File: src/rtl/rr_dispatch_pkg.sv
// Shared constants and state encoding for the round-robin dispatcher.
package rr_dispatch_pkg;

  localparam int unsigned N_DST = 4;
  localparam int unsigned SEL_W = 2;

  typedef enum logic {
    ST_EMPTY   = 1'b0,
    ST_PENDING = 1'b1
  } state_e;

endpackage

File: src/rtl/rr_arbiter4.sv
// Combinational round-robin grant: first ready destination at or after ptr, wrapping mod 4.
module rr_arbiter4
  import rr_dispatch_pkg::*;
(
  input  logic [N_DST-1:0] dst_ready,
  input  logic [SEL_W-1:0] ptr,
  output logic             any,
  output logic [SEL_W-1:0] k
);

  logic [SEL_W-1:0] idx;
  logic             found;

  always_comb begin
    k     = ptr;
    idx   = ptr;
    found = 1'b0;
    for (int i = 0; i < N_DST; i++) begin
      idx = ptr + SEL_W'(i);
      if (!found && dst_ready[idx]) begin
        found = 1'b1;
        k     = idx;
      end
    end
  end

  assign any = |dst_ready;

endmodule

File: src/rtl/rr_dispatcher4.sv
// One-token round-robin dispatcher driving a 1-to-4 demux select and strobe.
// Optional stall detection is built when RR_DISPATCHER_STALL_EN is defined.
module rr_dispatcher4
  import rr_dispatch_pkg::*;
#(
  parameter int unsigned STALL_MAX = 15,
  parameter int unsigned CNT_W     = 4
) (
  input  logic             clock,
  input  logic             reset,
  input  logic             in_valid,
  output logic             in_ready,
  input  logic [N_DST-1:0] dst_ready,
  output logic [SEL_W-1:0] b1_b0,
  output logic             x0,
  output logic             stall
);

  if (STALL_MAX < 1 || STALL_MAX > (2 ** CNT_W) - 1) begin : g_bad_cfg
    $error("rr_dispatcher4: STALL_MAX must fit in 1..2^CNT_W-1");
  end

  state_e           state_q;
  logic [SEL_W-1:0] ptr_q;
  logic             any;
  logic [SEL_W-1:0] k;
  logic             accept;

  rr_arbiter4 u_arb (
    .dst_ready (dst_ready),
    .ptr       (ptr_q),
    .any       (any),
    .k         (k)
  );

  assign in_ready = (state_q == ST_EMPTY) | any;
  assign accept   = in_valid & in_ready;

  always_ff @(posedge clock) begin
    if (reset) begin
      state_q <= ST_EMPTY;
      ptr_q   <= '0;
      b1_b0   <= '0;
      x0      <= 1'b0;
    end else begin
      unique case (state_q)
        ST_EMPTY: begin
          x0 <= 1'b0;
          if (accept) state_q <= ST_PENDING;
        end
        ST_PENDING: begin
          if (any) begin
            b1_b0   <= k;
            x0      <= 1'b1;
            ptr_q   <= k + SEL_W'(1);
            state_q <= accept ? ST_PENDING : ST_EMPTY;
          end else begin
            x0 <= 1'b0;
          end
        end
        default: begin
          state_q <= ST_EMPTY;
          x0      <= 1'b0;
        end
      endcase
    end
  end

`ifdef RR_DISPATCHER_STALL_EN
  logic [CNT_W-1:0] cnt_q, cnt_d;

  // Counts only cycles where a held token finds no ready destination.
  always_comb begin
    cnt_d = cnt_q;
    if (state_q == ST_EMPTY || any) begin
      cnt_d = '0;
    end else if (cnt_q != CNT_W'(STALL_MAX)) begin
      cnt_d = cnt_q + CNT_W'(1);
    end
  end

  always_ff @(posedge clock) begin
    if (reset) begin
      cnt_q <= '0;
      stall <= 1'b0;
    end else begin
      cnt_q <= cnt_d;
      stall <= (cnt_d == CNT_W'(STALL_MAX));
    end
  end
`else
  assign stall = 1'b0;
`endif

endmodule

File: config.mk
export PLATFORM = sky130hd
export DESIGN_NAME = rr_dispatcher4
export DESIGN_NICKNAME = d
export VERILOG_FILES = /design/src/rtl/rr_dispatch_pkg.sv /design/src/rtl/rr_arbiter4.sv /design/src/rtl/rr_dispatcher4.sv
export SDC_FILE = /design/constraint.sdc
export NUM_CORES = 1
export LEC_CHECK = 0
export CORE_AREA = 2 2 39 41
export DETAILED_ROUTE_END_ITERATION = 16
export DIE_AREA = 0 0 41 43
export PLACE_DENSITY = 0.63
export RECOVER_POWER = 25
export SLEW_MARGIN = 10
export SYNTH_ARGS = -nofsm -noshare
export SYNTH_HDL_FRONTEND = slang
export SYNTH_HIERARCHICAL = 1
export SYNTH_SLANG_ARGS = --single-unit
File: constraint.sdc
create_clock -name clock -period 2.4 [get_ports clock]
set_input_delay 0.6 -clock clock [delete_from_list [all_inputs] [get_ports clock]]
set_output_delay 0.6 -clock clock [all_outputs]
set_load 0.005 [all_outputs]
==> results by group <==
Run status
  – Status: finished clean

Routing
  – 1st-pass router iterations: 2
  – Routed length per instance: 10.3 um
  – DR vias: 334
  – Avg Vias per Cell: 4.51
  – DRT Wirelength: 762 um
  – Initial DRC count: 3
  – DRT antenna net count: 0
  – DRC: 0

Placement
  – Placer Congestion: 0.736
  – DP Area: 478 um2
  – Placed Instances: 70
  – Input/output buffers: 10

Floorplanning
  – Core Rows: 14
  – Chip width: 41 um
  – Die area: 1760 um2
  – Core ar.: 1380 um2
  – Initial Utilization: 25.6%
  – I/O pin count: 12
  – Die Y-Extent: 43 um

Power
  – Peak supply drop: 0.266 mV
  – PwrDens: 509 nW/um2
  – LEAKAGE: 0.000203 uW

Layout
  – Layout Cell Area excl Fill: 508 um2
  – Ant. Diodes: 0
  – # nets final: 67
  – Layout area overhead: 43.5%
  – Layout Cells excl Fill: 74
  – FILL cells: 158
  – Most common cell after layout, fill and taps aside: clkdlybuf4s50_1
  – Share of cells above drive strength 1: 22.4%
  – Commonest cells after routing, fill and taps aside: 8 x clkdlybuf4s50_1, 6 x a21oi_1, 6 x dfxtp_1
  – Final core occ: 36.7%

STA
  – Post-route minimum period: 2280 ps
  – Worst clock skew: 2.16 ps
  – TNS Setup: 0 ps
  – Final cycle utilization of the critical path: 94.8%
  – Final setup fails: 0
  – Final hold vios: 0
  – Hold WS: 569 ps
  – Unrepaired setup endpoints after global routing: false
  – Max Slew Vio Count: 0
  – Fmax: 0.439 GHz

Critical path
  – CP required: 1800 ps
  – Worst-path fanout max: 2
  – Critical Path Slowest Stage Cell: clkdlybuf4s50_1
  – Max stage delay on crit path: 440 ps
  – Crit-path cells: clkdlybuf4s50_1, nor2_2, nand2_1, nand2b_1, dlygate4sd2_1
  – Startpoint Class: input pin
  – CP arrival: 1680 ps
  – Setup CP Type: in2out
  – R2R Setup Slk: 1020 ps
  – Critical path endpoint category: primary output

Clock tree
  – CTS buffer count: 3
  – Num Clock Sinks: 6
  – H-tree levels: 1
  – CTS tree: done
  – Worst skew pair latency: 240 ps
  – Hold buffer count at CTS: 0
  – CTS Buffer Depth: 2
  – Worst-path clk slew: 50 ps
  – Root buffer cell: clkbuf_4

Synth
  – Synthesized area: 354 um2
  – Post-synthesis average cell area: 8.23 um2
  – Syn Inst Count: 43
  – Register area share after synthesis: 33.9%
  – Synth unique cells: 20
  – Number of flops mapped to enable cells by yosys: 0
  – Flops & latches, synth: 6
  – Yosys warns: 6
  – Dominant synthesized flop cell: dfxtp_1
  – Synthesized net count: 50
  – FFs w/ async S/R, synth: 0%

Global routing
  – Remaining global-route overflow: 0
  – Largest net degree at the start of global routing: 11
  – Initial antenna violation count: 0
  – First-pass GRT wire length: 1150 um
  – GRT Total Usage: 9.57%
  – Vias in the first global route: 281

Min path
  – Worst min path class: reg2reg

Flow run
  – Max-Cap Viols: 0
[registers in the layout (all words and copies together) (netlist names)]
signal   cells
x0           1
b1_b0        2
ptr_q        2
state_q      1
[kinds of logic after synthesis]
kind of cell	synth area share [%]
AOI/OAI and AO/OA	27.2
xor gates and xnor gates	2.47
buffers and inverters	9.54
DFF	33.9
other	1.06
and+or+nand+nor	25.8
[worst paths after layout]
path | from | end | cells after the start
setup / recovery | dst_ready[1] | in_ready | 5
hold / removal | b1_b0[1] | b1_b0[1] | 2
setup reg to reg | ptr_q[1] | ptr_q[1] | 5
hold reg to reg | b1_b0[1] | b1_b0[1] | 2
[worst max-delay path, delay by kind of cell]
family,cells,cell delay (ps)
buf+inv,2,710
simple gates,3,360
[report_power, final]
group	leakage (uW)	switching, uW	internal [uW]	total (uW)
registers	0.0000493	6.18	106	112
logic	0.000139	22.1	33.4	55.5
clock network	0.0000138	34.6	56.5	91.1
[metal layers]
layer	share of wire [%]	wire length [um]	vias up	GRT usage, %
li1	-	-	180	-
met1	51	387	145	13.6
met2	44	337	9	12.8
met3	5.0	38	0	1.57
met4	0	0	0	6.00
met5	0	0	-	0
[Yosys cell counts, drive strengths merged (2+ instances only)]
master | count | area share, %
buf | 3 | 7.4
nand2b | 3 | 5.3
a21oi | 6 | 8.5
a21bo | 3 | 8.5
nor2 | 3 | 3.2
nand3 | 2 | 2.8
dfxtp | 6 | 34
nand3b | 2 | 4.2
inv | 2 | 2.1
nand2 | 4 | 4.2
[timing repair]
| item | CTS | global route |
|---|---|---|
| resized for setup | 3 | 0 |
| buffers inserted | 1 | 0 |
| endpoints found under the setup margin | 1 | 0 |
[stage by stage]
| step | power (uW) | setup slack (ps) |
|---|---|---|
| 2_1_floorplan | 145 | 689 |
| 3_3_place_gp | 167 | -136 |
| 3_5_place_dp | 169 | -129 |
| 4_1_cts | 266 | 102 |
| 5_1_grt | 273 | 44.5 |
| 6_report | 259 | 124 |
[area by class of cell]
class	instances	area, um2	area share [%]
inverter	2	7.51	1.48
multi-input combinational	32	203	39.9
clock buffer	3	22.5	4.43
tap	16	20.0	3.94
sequential	6	120	23.6
timing repair buffer	15	135	26.6
Note: power is estimated with default switching activity, not from simulation.
